### src/rtl/gc_pkg.sv
// rtl/gc_pkg.sv - shared reply types, default reply words and FSM encoding for the Gamecube responder
package gc_pkg;

    typedef enum logic [1:0] {
        GC_RESP_ID      = 2'd0,
        GC_RESP_STATUS  = 2'd1,
        GC_RESP_ORIGINS = 2'd2,
        GC_RESP_RSVD    = 2'd3
    } gc_resp_e;

    localparam logic [23:0] GC_DEFAULT_ID          = 24'h090000;
    localparam logic [79:0] GC_DEFAULT_CALIBRATION = 80'h00808080808000000202;

    localparam logic [6:0] GC_LEN_ID      = 7'd24;
    localparam logic [6:0] GC_LEN_STATUS  = 7'd64;
    localparam logic [6:0] GC_LEN_ORIGINS = 7'd80;

    typedef enum logic [3:0] {
        ST_IDLE,
        ST_LOAD,
        ST_FETCH,
        ST_WAIT_TX,
        ST_SEND,
        ST_STOP_WAIT,
        ST_STOP_SEND,
        ST_STOP_DRAIN,
        ST_DONE
    } gc_tx_state_e;

    // Reply length in bits; the reserved code never reaches the serializer.
    function automatic logic [6:0] gc_reply_len(input gc_resp_e t);
        case (t)
            GC_RESP_ID:      return GC_LEN_ID;
            GC_RESP_STATUS:  return GC_LEN_STATUS;
            GC_RESP_ORIGINS: return GC_LEN_ORIGINS;
            default:         return 7'd0;
        endcase
    endfunction

endpackage

### src/rtl/gc_state_fetch.sv
// rtl/gc_state_fetch.sv - one-bit request/ack/timeout handshake towards the state RAM arbiter
module gc_state_fetch #(
    parameter int ACK_TIMEOUT = 255
) (
    input  logic       clk,
    input  logic       reset,
    input  logic       start,
    input  logic       cancel,
    input  logic [5:0] addr,
    input  logic       state_data,
    input  logic       state_ack,
    output logic       state_request,
    output logic [5:0] state_addr,
    output logic       bit_value,
    output logic       bit_valid,
    output logic       timeout
);

    localparam int CW = $clog2(ACK_TIMEOUT + 1);

    logic          req_q, req_d;
    logic [5:0]    addr_q, addr_d;
    logic [CW-1:0] cnt_q, cnt_d;
    logic          bit_q, bit_d;
    logic          valid_q, valid_d;
    logic          timeout_q, timeout_d;

    // Hold the request until ack or until the wait budget runs out; a late ack after cancel is ignored.
    always_comb begin
        req_d     = req_q;
        addr_d    = addr_q;
        cnt_d     = cnt_q;
        bit_d     = bit_q;
        valid_d   = valid_q;
        timeout_d = 1'b0;
        if (cancel) begin
            req_d   = 1'b0;
            valid_d = 1'b0;
            cnt_d   = '0;
            addr_d  = '0;
        end else if (start) begin
            req_d   = 1'b1;
            addr_d  = addr;
            cnt_d   = '0;
            valid_d = 1'b0;
        end else if (req_q) begin
            if (state_ack) begin
                bit_d   = state_data;
                valid_d = 1'b1;
                req_d   = 1'b0;
            end else if (cnt_q == CW'(ACK_TIMEOUT - 1)) begin
                bit_d     = 1'b0;
                valid_d   = 1'b1;
                req_d     = 1'b0;
                timeout_d = 1'b1;
            end else begin
                cnt_d = cnt_q + 1'b1;
            end
        end
    end

    // Handshake state registers.
    always_ff @(posedge clk or posedge reset) begin
        if (reset) begin
            req_q     <= 1'b0;
            addr_q    <= '0;
            cnt_q     <= '0;
            bit_q     <= 1'b0;
            valid_q   <= 1'b0;
            timeout_q <= 1'b0;
        end else begin
            req_q     <= req_d;
            addr_q    <= addr_d;
            cnt_q     <= cnt_d;
            bit_q     <= bit_d;
            valid_q   <= valid_d;
            timeout_q <= timeout_d;
        end
    end

    assign state_request = req_q;
    assign state_addr    = addr_q;
    assign bit_value     = bit_q;
    assign bit_valid     = valid_q;
    assign timeout       = timeout_q;

endmodule

### src/rtl/gc_response_tx.sv
// rtl/gc_response_tx.sv - serializes ID/status/origins replies MSB-first to the bit generator
module gc_response_tx
    import gc_pkg::*;
#(
    parameter logic [23:0] CONTROLLER_ID          = GC_DEFAULT_ID,
    parameter logic [79:0] CONTROLLER_CALIBRATION = GC_DEFAULT_CALIBRATION,
    parameter int          ACK_TIMEOUT            = 255
) (
    input  logic       clk,
    input  logic       reset,
    input  logic       start,
    input  logic [1:0] resp_type,
    input  logic       abort,
    output logic       busy,
    output logic       done,
    output logic       timeout_err,
    output logic [5:0] state_addr,
    output logic       state_request,
    input  logic       state_data,
    input  logic       state_ack,
    input  logic       tx_busy,
    output logic       tx_data,
    output logic       tx_strobe,
    output logic       tx_stop
);

    gc_tx_state_e state_q, state_d;
    gc_resp_e     type_q, type_d;
    logic [79:0]  shift_q, shift_d;
    logic [6:0]   count_q, count_d;
    logic         guard_q, guard_d;
    logic         timeout_err_q, timeout_err_d;

    logic         fetch_start, fetch_cancel;
    logic [5:0]   fetch_addr;
    logic         fetch_bit, fetch_valid, fetch_timeout;

    logic         is_status, cur_bit, bit_ready, tx_free;
    logic [6:0]   last_idx;

    assign is_status  = (type_q == GC_RESP_STATUS);
    assign cur_bit    = is_status ? fetch_bit : shift_q[79];
    assign bit_ready  = !is_status || fetch_valid;
    // The generator raises tx_busy one cycle after a strobe, so that cycle is not trusted.
    assign tx_free    = !guard_q && !tx_busy;
    assign last_idx   = gc_reply_len(type_q) - 7'd1;
    assign fetch_addr = count_d[5:0];

    gc_state_fetch #(
        .ACK_TIMEOUT(ACK_TIMEOUT)
    ) u_fetch (
        .clk          (clk),
        .reset        (reset),
        .start        (fetch_start),
        .cancel       (fetch_cancel),
        .addr         (fetch_addr),
        .state_data   (state_data),
        .state_ack    (state_ack),
        .state_request(state_request),
        .state_addr   (state_addr),
        .bit_value    (fetch_bit),
        .bit_valid    (fetch_valid),
        .timeout      (fetch_timeout)
    );

    // Reply FSM: next state, datapath updates and tx handshake outputs.
    always_comb begin
        state_d       = state_q;
        type_d        = type_q;
        shift_d       = shift_q;
        count_d       = count_q;
        guard_d       = 1'b0;
        timeout_err_d = timeout_err_q | fetch_timeout;
        fetch_start   = 1'b0;
        fetch_cancel  = 1'b0;
        busy          = (state_q != ST_IDLE);
        done          = 1'b0;
        tx_strobe     = 1'b0;
        tx_stop       = 1'b0;
        tx_data       = 1'b0;
        if (state_q != ST_IDLE && abort) begin
            state_d      = ST_IDLE;
            fetch_cancel = 1'b1;
        end else begin
            case (state_q)
                ST_IDLE: begin
                    if (start && !abort && resp_type != GC_RESP_RSVD) begin
                        type_d        = gc_resp_e'(resp_type);
                        count_d       = 7'd0;
                        timeout_err_d = 1'b0;
                        state_d       = ST_LOAD;
                    end
                end
                ST_LOAD: begin
                    case (type_q)
                        GC_RESP_ID: begin
                            shift_d = {CONTROLLER_ID, 56'd0};
                            state_d = ST_WAIT_TX;
                        end
                        GC_RESP_ORIGINS: begin
                            shift_d = CONTROLLER_CALIBRATION;
                            state_d = ST_WAIT_TX;
                        end
                        default: begin
                            fetch_start = 1'b1;
                            state_d     = ST_FETCH;
                        end
                    endcase
                end
                ST_FETCH: begin
                    if (fetch_valid) state_d = ST_WAIT_TX;
                end
                ST_WAIT_TX: begin
                    if (tx_free && bit_ready) state_d = ST_SEND;
                end
                ST_SEND: begin
                    tx_strobe = 1'b1;
                    tx_data   = cur_bit;
                    guard_d   = 1'b1;
                    if (count_q == last_idx) begin
                        state_d = ST_STOP_WAIT;
                    end else begin
                        count_d     = count_q + 7'd1;
                        shift_d     = {shift_q[78:0], 1'b0};
                        fetch_start = is_status;
                        state_d     = ST_WAIT_TX;
                    end
                end
                ST_STOP_WAIT: begin
                    if (tx_free) state_d = ST_STOP_SEND;
                end
                ST_STOP_SEND: begin
                    tx_stop = 1'b1;
                    guard_d = 1'b1;
                    state_d = ST_STOP_DRAIN;
                end
                ST_STOP_DRAIN: begin
                    if (tx_free) state_d = ST_DONE;
                end
                ST_DONE: begin
                    done    = 1'b1;
                    state_d = ST_IDLE;
                end
                default: state_d = ST_IDLE;
            endcase
        end
    end

    // FSM and datapath registers.
    always_ff @(posedge clk or posedge reset) begin
        if (reset) begin
            state_q       <= ST_IDLE;
            type_q        <= GC_RESP_ID;
            shift_q       <= '0;
            count_q       <= '0;
            guard_q       <= 1'b0;
            timeout_err_q <= 1'b0;
        end else begin
            state_q       <= state_d;
            type_q        <= type_d;
            shift_q       <= shift_d;
            count_q       <= count_d;
            guard_q       <= guard_d;
            timeout_err_q <= timeout_err_d;
        end
    end

    assign timeout_err = timeout_err_q;

endmodule

### config.mk
export PLATFORM = sky130hd
export DESIGN_NAME = gc_response_tx
export DESIGN_NICKNAME = d
export VERILOG_FILES = /design/src/rtl/gc_pkg.sv /design/src/rtl/gc_state_fetch.sv /design/src/rtl/gc_response_tx.sv
export SDC_FILE = /design/constraint.sdc
export NUM_CORES = 1
export LEC_CHECK = 0
export CELL_PAD_IN_SITES_DETAIL_PLACEMENT = 1
export CELL_PAD_IN_SITES_GLOBAL_PLACEMENT = 2
export CORE_ASPECT_RATIO = 0.6
export CORE_MARGIN = 5
export CORE_UTILIZATION = 45
export DETAILED_ROUTE_END_ITERATION = 7
export PLACE_DENSITY_LB_ADDON = 0.1
export SETUP_SLACK_MARGIN = 0.2
export SLEW_MARGIN = 20
export SYNTH_ARGS = -nofsm -noshare
export SYNTH_HDL_FRONTEND = slang
export SYNTH_HIERARCHICAL = 1
export SYNTH_SLANG_ARGS = --single-unit
### constraint.sdc
create_clock -name clk -period 4.9 [get_ports clk]
set_input_delay 0.735 -clock clk [delete_from_list [all_inputs] [get_ports clk]]
set_output_delay 0.735 -clock clk [all_outputs]
set_load 0.03 [all_outputs]
## Yosys cells after proc, flatten, opt, wreduce, memory -nomap -nowiden

Cells that the tools add are included.

| storage, ports and cells | value |
|---|---|
| word-level logic and storage cells | 131 |
| bits in registers | 113 |
| output and inout port bits | 13 |

| operators by class | value |
|---|---|
| equal/unequal tests | 23 |
| add/subtract/negate cells | 3 |
| bitwise gates (word level) | 4 |
| reductions and logical operators | 28 |
| muxes and demuxes | 60 |

Operator list:

| cell | count |
|---|---|
| $pmux W80 S2 | 2 |
| $mux W80 | 1 |
| $mux W8 | 5 |
| $mux W1 | 36 |
| $pmux W4 S8 | 1 |
| $mux W4 | 6 |
| $pmux W7 S3 | 1 |
| $mux W6 | 3 |
| $ne A3 B3 Y1 const B | 6 |
| $eq A4 B3 Y1 const B | 4 |
| $mux W7 | 2 |
| $pmux W7 S2 | 1 |
| $reduce_and A4 Y1 | 3 |
| $add A8 B1 Y8 const B | 1 |
| $eq A4 B2 Y1 const B | 2 |
| $eq A8 B8 Y1 const B | 1 |
| $reduce_bool A2 Y1 | 4 |
| $reduce_bool A4 Y1 | 2 |
| $add A7 B1 Y7 const B | 1 |
| $eq A7 B7 Y1 | 1 |
| $sub A7 B1 Y7 const B | 1 |
| $ne A2 B2 Y1 const B | 3 |
| $reduce_and A3 Y1 | 2 |
| $logic_and A1 B1 Y1 | 5 |
| other kinds (18) | 24 |

## Depth between registers and ports, before layout

Gate-level depths: netlist (run 1).

| depth | value |
|---|---|
| depth in word-level cells | 9 |
| mapped depth | 8 |
| mapped depth without buffers | 7 |

## Modules after synthesis

The synthesis (run 1) kept the hierarchy.

By module, submodules not included:

| module | sequential area each (um2) | instances | cells each | area each (um2) |
|---|---|---|---|---|
| gc_response_tx | 2,352.3 | 1 | 318 | 3,946.3 |
| gc_state_fetch | 450.4 | 1 | 89 | 923.4 |

## Worst setup path after synthesis (run 1)

Ideal clock, no wire load.

| path | value |
|---|---|
| kind | input port to output port |
| from | input abort |
| to | output tx_data |
| slack | 2.477 ns |
| stages on the path | 4 |
| arrival | 1.688 ns |
| buffers on the path | 1 |
| path through | clkbuf_1 -> nor2b_1 -> nand2b_1 -> a21oi_1 |

| between the ends | value |
|---|---|
| word-level cells in the longest chain between the ends | 2 |

Ends and longest elaborated chain:

| item | line | RTL |
|---|---|---|
| from (decl) | gc_response_tx.sv:13 | `input logic abort,` |
| $logic_and A1 B1 Y1 | gc_response_tx.sv:81 | `if (state_q != ST_IDLE && abort) begin` |
| $mux W1 | gc_response_tx.sv:81 |  |
| to (decl) | gc_response_tx.sv:22 | `output logic tx_data,` |

No other way between the ends.

## Worst setup path after layout (run 1)

Ends and elaborated chain as after synthesis.

==> results of run 1 <==
## final timing paths
| kind | from | end | cells after the start |
|---|---|---|---|
| max in group asynchronous | reset | state_q[0] | 3 |
| worst min-delay path | u_fetch/timeout | timeout_err | 2 |
| min in group asynchronous | reset | shift_q[49] | 2 |
| worst min register to register | u_fetch/timeout | timeout_err | 2 |
| worst max-delay path | abort | tx_data | 5 |
| worst max register to register | state_q[0] | shift_q[75] | 4 |
## power groups by stage
stage	combinational, mW	clock [mW]	sequential [mW]
finish	0.590	0.799	1.15
floorplan	0.470	0	1.11
CTS	0.595	0.819	1.15
global route	0.647	0.857	1.17
detailed placement	0.584	0	1.16
global placement	0.570	0	1.16
## state kept, by name (all words and copies together) (netlist names)
register and count:
u_fetch/state_addr 6, shift_q 79, guard_q 1, u_fetch/state_request 1
u_fetch/bit_value 1, count_q 7, state_q 4, u_fetch/cnt_q 8
type_q 2, timeout_err 1, u_fetch/bit_valid 1, u_fetch/timeout 1
## final cells by class
cell class                 count  area (sq um)
tap                          139           174
sequential                   112          2800
inverter                      15          57.6
timing repair buffer          26           248
clock inverter                 7           101
fill                        1076          5060
multi-input combinational    253          1890
clock buffer                   9           225
## kinds of logic (layout without fill, tap and decap cells)
logic type	after synthesis	count (layout)
compound gates	129	129
flops	112	112
simple gates	99	99
buf+inv	42	57
mux	20	20
fa+ha+maj	3	3
xor+xnor	2	2
## cell usage after synthesis (all sizes together), types with 2 or more instances
library cell	number
a211o	3
a211oi	4
a21oi	19
a22o	73
a31oi	2
and3	6
and3b	4
and4	2
buf	13
clkbuf	14
dfrtp	112
ha	3
inv	15
mux2	4
mux2i	16
nand2	16
nand2b	5
nand3	7
nand3b	2
nand4	3
nand4b	2
nor2	19
nor2b	5
nor3	5
nor3b	3
nor4	5
o21ai	8
o21ba	2
o221ai	2
o31ai	3
or3	6
or4b	4
xnor2	2
## metrics by stage
stage                     instances  cell area (sq um)  utilization [%]  setup slack (ns)
after floorplan                 407               4870                -              1.72
after detailed placement        545               5170             49.0              1.48
final                           561               5500             52.1              1.47
after CTS                       561               5500             52.1              1.47
after global placement          545               5170             49.0              1.53
after global routing            561               5500             52.1              1.35
## per-layer routing
layer | GRT usage, % | up-vias
met5 | 0 | -
met4 | 4.27 | 0
met3 | 4.13 | 10
met2 | 23.5 | 51
met1 | 28.3 | 1745
li1 | - | 1563
## critical path: cells and delay by family
family,cells,cell delay (ns)
and+or+nand+nor,2,0.47
AOI/OAI and AO/OA,1,0.23
buffers and inverters,2,1.26
==> run summary, run 1 <==
largest net degree at the start of global routing = 80
mux cell area share after synthesis = 4.21%
combinational share of power = 23.2%
XOR/XNOR Fraction of Synth Area = 0.360%
commonest non-fill, non-tap cells in the layout = dfrtp_1 (112), a22o_1 (73), clkdlybuf4s50_1 (21), nor2_1 (19), a21oi_1 (17)
number of diodes = 0
area grow syn2layout = 12.9%
RD Place Congestion = 0.858
met3 WL = 377 um
WS Path Type = primary input to primary output
WL/cell = 19.6 um
CTS H-Tree Depth = 3
Overflow after GRT = 0
Syn. warnings = 6
Max Clk Rate = 291 MHz
CTS tree = built
Yosys top cell by area = dfrtp_1
Leakage = 2.50 nW
largest cells by area after synthesis = dfrtp_1 (58%), a22o_1 (13%), mux2i_1 (3.3%)
num rows = 29
Worst Setup End Kind = primary output
die area = 13,100 sq um
CP max stage cell = clkdlybuf4s50_1
max_cap viols = 0
met2 wire len = 4490 um
CTS Buf Count = 9
Max Fanout on Critical Path = 9
Die Wd = 144 um
Final nets = 429
P_sw = 0.829 mW
Adder-Cell Fraction of Synth Area = 0.771%
commonest non-fill, non-tap cell in the layout = dfrtp_1
sequential share of power = 45.3%
Slew Limit Fails = 0
All-Layer GR Usage = 17.5%
# DRC = 0
Yosys reg bits = 112
RSZ-0062 raised after global routing = no
Max transition margin = 27.3%
# port buffers = 21
Fin. Hold Viols = 0
clock root buffer master = clkbuf_16
Final min period = 3.43 ns
final worst path period share = 70.1%
TNS Setup = 0 ns
Sw Ratio = 32.6%
Post-synth EDFFs = 0
register area share after synthesis = 57.6%
Setup Buffers After CTS = 0
Vias = 3,369
Core Area = 10,600 sq um
Cells after Synth = 407
CTS Hold Bufs = 0
M1 WL = 6010 um
Reg clk slew, reported paths = 0.07 ns
largest family of logic cells by synthesized area = compound AO/OA/AOI/OAI gates
crit path DAT = 2.70 ns
WP data required = 4.16 ns
simple-gate share of the synthesized area = 11.9%
critical-path cell list = clkdlybuf4s50_1, nor2b_1, nand2b_1, a21oi_1, clkdlybuf4s50_1
syn nets = 419
chip height = 90.6 um
via/cell ratio = 6.01
Finish-stage setup viols = 0
crit-path most repeated cell = clkdlybuf4s50_1
R2R Setup Slk = 1.96 ns
asr flop ratio synth = 100%
ANT nets after route = 0
number of global-route vias before repair = 3,395
Startpoint Class = primary input
worst-case clock buffer depth = 2
Yosys top cell area share = 57.6%
VDD IR max = 0.000209 V
clock power share = 31.5%
Distinct cells, synth = 59
Int Pwr = 1.71 mW
CTS Sinks = 112
Final Skew = 0.00479 ns
Synth Cell Area = 4870 sq um
1st-iter DRT viols = 207
status = complete, no violations
initial antenna violation count = 0
Pre-Repair DR Iteration Count = 4
share of layout cells above drive strength 1 = 8.77%
slew at the pin with the worst max-slew slack = 1.09 ns
crit-path max cell delay = 0.70 ns
top_reg_cell synth = dfrtp_1
Min Hold Slack = 0.493 ns
post-cts resize count = 0
worst skew pair latency = 0.35 ns
top layer in use = met4
first-pass GRT wire length = 18,400 um
power density over the cells = 462 nW/um^2
Hold Crit Class = register to register
I/O pins = 22
Compound-Gate Fraction of Synth Area = 21.3%
initial cell density of the core = 46.1%
Power, Total = 2.54 mW
syn_area_per_cell = 12.0 sq um
final WL = 11,000 um
Final HPWL DP = 6880 um
(Power assumes the default switching activity.)
==> run 2, diff against run 1 <==
Settings changed: CORE_UTILIZATION 45 to 37.
Clock period 4.9 ns to 2.8 ns, I/O delays scaled along.
==> run 2 against run 1 <==
Effect of this change: sequential cell count unchanged; critical path type is now register to primary output; die area up 20%; hold slack worse by 0.0074 ns; critical endpoint unchanged.
==> run summary, run 2 (same netlist as run 1, synthesis figures left out) <==
final worst path period share = 89.6%
Power, Total = 4.46 mW (+76%)
Vias = 3,402 (+0.98%)
chip height = 98.9 um (+9.1%)
power density over the cells = 784 nW/um^2 (+70%)
P_sw = 1.53 mW (+85%)
RD Place Congestion = 0.801 (-6.7%)
initial antenna violation count = 0 (unchanged)
WL/cell = 18.6 um (-5.4%)
1st-iter DRT viols = 133 (-36%)
slew at the pin with the worst max-slew slack = 0.776 ns (-0.312 ns)
Final nets = 444 (+3.5%)
commonest non-fill, non-tap cells in the layout = dfrtp_1 (112), a22o_1 (73), nor2_1 (19)
ANT nets after route = 0 (unchanged)
Fin. Hold Viols = 0 (unchanged)
Core Area = 12,900 sq um (+22%)
Final Skew = 0.0111 ns (+0.00627 ns)
Biggest register = shift_q
# port buffers = 21 (unchanged)
Final HPWL DP = 7450 um (+8.3%)
crit path DAT = 2.09 ns (-0.61 ns)
combinational share of power = 27.4% (+4.2 points)
Finish-stage setup viols = 0 (unchanged)
RSZ-0062 raised after global routing = no
# DRC = 0 (unchanged)
max reg flops = 79 (unchanged)
post-cts resize count = 3 (+3)
area grow syn2layout = 16.9%
largest net degree at the start of global routing = 95 (+19%)
number of global-route vias before repair = 3,483 (+2.6%)
worst-case clock buffer depth = 2 (unchanged)
clock power share = 28.9% (-2.6 points)
placed cell count = 591 (+8.4%)
CTS Buf Count = 9 (unchanged)
CTS tree = built
Worst Setup End Kind = primary output
Max Clk Rate = 398 MHz
max_cap viols = 0 (unchanged)
first-pass GRT wire length = 19,000 um (+3.6%)
share of layout cells above drive strength 1 = 13.0% (+4.3 points)
CTS Hold Bufs = 0 (unchanged)
Max Fanout on Critical Path = 8 (-1)
Sw Ratio = 34.4% (+1.8 points)
worst skew pair latency = 0.36 ns (about the same)
multi-input combinational cell area = 1900 sq um (+0.53%)
WS Path Type = register to primary output
All-Layer GR Usage = 15.3% (-2.3 points)
Final min period = 2.51 ns
sequential share of power = 43.7% (-1.6 points)
final WL = 11,300 um (+2.4%)
number of diodes = 0 (unchanged)
Slew Limit Fails = 0 (unchanged)
Min Hold Slack = 0.486 ns (-0.00739 ns)
I/O pins = 22 (unchanged)
via/cell ratio = 5.60 (-6.7%)
Startpoint Class = register
Seq. cell area = 2800 sq um (unchanged)
WP data required = 2.38 ns (-1.78 ns)
Die Wd = 158 um (+9.6%)
clock root buffer master = clkbuf_16
Hold Crit Class = register to register
TNS Setup = 0 ns (unchanged)
Final Non-Filler Cells = 607 (+8.2%)
final-layout fill cell count = 1,356 (+26%)
Leakage = 2.62 nW (+4.9%)
Reg clk slew, reported paths = 0.08 ns (about the same)
Setup Buffers After CTS = 0 (unchanged)
Pre-Repair DR Iteration Count = 4 (unchanged)
Int Pwr = 2.93 mW (+71%)
status = complete, no violations
initial cell density of the core = 37.9% (-8.2 points)
num rows = 32 (+10%)
die area = 15,600 sq um (+20%)
CTS H-Tree Depth = 3 (unchanged)
Max transition margin = 48.1% (+21 points)
Regs by FF count = shift_q x79, u_fetch/cnt_q x8, count_q x7
Overflow after GRT = 0 (unchanged)
CTS Sinks = 112 (unchanged)
commonest non-fill, non-tap cell in the layout = dfrtp_1
VDD IR max = 0.000338 V (+61%)
[run 2: changes by cell type in the layout (fill, tap and decap cells not counted), sizes merged]
| cell | previous run | this run |
|---|---|---|
| buf | 5 | 21 |
| clkdlybuf4s50 | 21 | 16 |
| bufinv | 2 | 0 |
| dlymetal6s2s | 0 | 2 |
| clkbuf | 9 | 10 |
| clkinvlp | 1 | 2 |
| dlygate4sd2 | 0 | 1 |
| inv | 16 | 17 |
[run 2: stage by stage]
stage / area (sq um) / worst slack, ns / util, %
floorplan: 4870 / 0.510 / -
global placement: 5390 / 0.226 / 41.9
detailed placement: 5390 / 0.206 / 41.9
CTS: 5690 / 0.144 / 44.2
global route: 5690 / 0.228 / 44.3
finish: 5690 / 0.290 / 44.3
[run 2: worst paths after layout]
check                                 from                to  slack [ns]  cells past startpoint
min in group asynchronous            reset        shift_q[3]        0.57                      3
max                             state_q[0]           tx_data        0.29                      4
min                        u_fetch/timeout       timeout_err        0.49                      2
min reg2reg                u_fetch/timeout       timeout_err        0.49                      2
max reg2reg                     state_q[0]       shift_q[72]        0.34                      4
max in group asynchronous            reset  u_fetch/cnt_q[2]        1.76                      2
[run 2: layout make-up]
type,count,area share [%]
clock buffers,9,3.96
clock inverters,7,1.28
multi-input cells,253,33.4
repair buffers,41,7.36
flip-flops and latches,112,49.2
inverters,15,1.06
well taps,170,3.74
[run 2: power groups by stage]
| stage | registers (mW) | logic, mW | clock network [mW] |
|---|---|---|---|
| 6_report | 1.95 | 1.22 | 1.29 |
| 5_1_grt | 1.97 | 1.35 | 1.40 |
| 4_1_cts | 1.95 | 1.23 | 1.34 |
| 3_5_place_dp | 1.98 | 1.23 | 0 |
| 3_3_place_gp | 1.97 | 1.21 | 0 |
| 2_1_floorplan | 1.94 | 0.823 | 0 |
[run 2: routing by layer]
metal | GRT usage (%) | part of all wire, % | vias up
met5 | 0 | 0 | -
met4 | 3.93 | 1.2 | 0
met3 | 3.64 | 2.9 | 11
met2 | 19.4 | 39 | 35
met1 | 25.2 | 57 | 1770
li1 | - | - | 1586
[run 2: critical path, stage by stage (launching register included)]
cell and delay (ns):
dfrtp_1 0.48, or3_1 0.52, nand2b_1 0.32, a21oi_2 0.26, buf_12 0.15
==> run 3, diff against run 2 <==
Settings changed: SLEW_MARGIN 20 to default.
Clock period 2.8 ns to 2.05 ns, I/O delays scaled along.
==> run 3 against run 2 <==
Effect of this change: the run now ends with setup timing left; register-to-register slack worse by 0.48 ns; clock-buffer cell count is 1 higher; first-iteration DRC count is 33% higher; non-clock buffer count is 90 higher; critical path type is now register to register; largest cell class unchanged; largest power group is now combinational cells.
==> run summary, run 3 (same netlist as run 1, synthesis figures left out) <==
status = complete, but fails checks
violated checks = setup timing
chip height = 98.9 um (unchanged)
worst-case clock buffer depth = 2 (unchanged)
Finished Cell Area = 6950 sq um (+22%)
initial antenna violation count = 0 (unchanged)
I/O pins = 22 (unchanged)
All-Layer GR Usage = 18.1% (+2.8 points)
WL/cell = 20.7 um (+12%)
# port buffers = 21 (unchanged)
commonest non-fill, non-tap cells in the layout = dfrtp_1 (109), a22o_1 (73), buf_4 (67), buf_6 (30), nor2_1 (16)
num rows = 32 (unchanged)
Fin. Hold Viols = 0 (unchanged)
Final min period = 2.19 ns
die area = 15,600 sq um (unchanged)
reg2reg start = type_q[0]
multi-input combinational cell area = 2170 sq um (+14%)
worst skew pair latency = 0.35 ns (about the same)
RSZ-0062 raised after global routing = yes
Regs by FF count = shift_q x79, u_fetch/cnt_q x8, count_q x7
Core Area = 12,900 sq um (unchanged)
clock root buffer master = clkbuf_16
Max Fanout on Critical Path = 3 (-5)
ANT nets after route = 0 (unchanged)
Overflow after GRT = 0 (unchanged)
Slew Limit Fails = 0 (unchanged)
commonest non-fill, non-tap cell in the layout = dfrtp_1
Setup WS post-layout = -0.140 ns (-0.431 ns)
CTS tree = built
max_cap viols = 0 (unchanged)
VDD IR max = 0.000497 V (+47%)
final-layout fill cell count = 1,275 (-6.0%)
Biggest register = shift_q
worst slack, placed = -0.185 ns (-0.391 ns)
Final HPWL DP = 9270 um (+24%)
Startpoint Class = register
largest net degree at the start of global routing = 47 (-51%)
Die Wd = 158 um (unchanged)
power density over the cells = 1110 nW/um^2 (+42%)
number of diodes = 0 (unchanged)
DP Area = 5940 sq um (+10%)
R2R Setup Slk = -0.14 ns (-0.48 ns)
TNS Setup = -4.78 ns (-4.78 ns)
number of global-route vias before repair = 3,970 (+14%)
Final nets = 534 (+20%)
Hold Crit Class = primary input to async pin
slew at the pin with the worst max-slew slack = 0.610 ns (-0.167 ns)
Max transition margin = 59.2% (+11 points)
1st-iter DRT viols = 177 (+33%)
WP data required = 2.29 ns (-0.09 ns)
# DRC = 0 (unchanged)
Worst Setup End Kind = register
Seq. cell area = 2810 sq um (+0.13%)
final worst path period share = 107%
reg2reg path depth = 6 (+2)
first-pass GRT wire length = 22,200 um (+17%)
CTS H-Tree Depth = 3 (unchanged)
via/cell ratio = 5.51 (-1.7%)
initial cell density of the core = 37.9% (unchanged)
CTS Buf Count = 9 (unchanged)
crit path DAT = 2.43 ns (+0.34 ns)
Final Skew = 0.00856 ns (-0.00250 ns)
max reg flops = 79 (unchanged)
RD Place Congestion = 0.909 (+14%)
CTS Sinks = 112 (unchanged)
area grow syn2layout = 42.8%
final WL = 14,400 um (+28%)
Max Clk Rate = 457 MHz
Finish-stage setup viols = 89 (+89)
share of layout cells above drive strength 1 = 36.2% (+23 points)
Pre-Repair DR Iteration Count = 4 (unchanged)
Reg clk slew, reported paths = 0.08 ns (about the same)
WS Path Type = register to register
Leakage = 3.25 nW (+24%)
Vias = 3,839 (+13%)
FF-to-FF End = u_fetch/bit_value
[run 3: routing by layer]
metal	wire (um)	track usage, %
met1	7700	28.9
met5	0	0
met2	6260	25.3
met4	92	2.95
met3	377	3.86
[run 3: through the flow]
stage	util (%)	instances	power [mW]	hold slack (ns)
4_1_cts	51.1	679	7.22	0.304
6_report	54.1	697	7.74	0.306
3_5_place_dp	46.2	648	4.95	0.481
2_1_floorplan	-	407	3.84	0.246
3_3_place_gp	46.2	648	4.90	0.460
5_1_grt	54.1	697	8.11	0.323
[run 3: worst max path at each step]
stage / depth (start not counted) / startpoint / slack [ns] / endpoint
finish: 6 / type_q[0] / -0.14 / u_fetch/bit_value
global route: 10 / type_q[0] / -0.24 / shift_q[55]
CTS: 6 / type_q[1] / -0.12 / u_fetch/bit_value
detailed placement: 7 / type_q[0] / -0.19 / u_fetch/bit_value
global placement: 9 / start / -0.12 / u_fetch/state_addr[1]
floorplan: 6 / type_q[1] / -0.12 / shift_q[72]
[run 3: area by class of cell]
cell class | count | share of cell area [%]
timing repair buffer | 131 | 19.9
tap | 170 | 3.06
sequential | 112 | 40.4
clock buffer | 10 | 3.29
clock inverter | 6 | 1.28
multi-input combinational | 253 | 31.2
inverter | 15 | 0.900
[run 3: critical path, cell delays in order (launching register included)]
cell and delay (ns):
dfrtp_1 0.43, or4b_4 0.57, nand3_4 0.10, a21oi_4 0.06, a32o_2 0.25, or3b_4 0.41, a211o_1 0.26
[run 3: repair_timing]
item / in CTS / in global routing
cloned: 2 / 4
endpoints found under the hold margin: 0 / 0
endpoints found under the setup margin: 114 / 112
resized for setup: 55 / 47
setup buffers: 13 / 14
hold buffers: 0 / 0
pin swaps: 19 / 36
[run 3: power breakdown]
part / total (mW) / leakage [nW] / internal [mW] / switching (mW)
sequential: 2.66 / 1.53 / 2.46 / 0.204
combinational: 3.21 / 1.56 / 1.71 / 1.49
clock: 1.87 / 0.154 / 0.985 / 0.889
total: 7.74 / 3.25 / 5.15 / 2.59
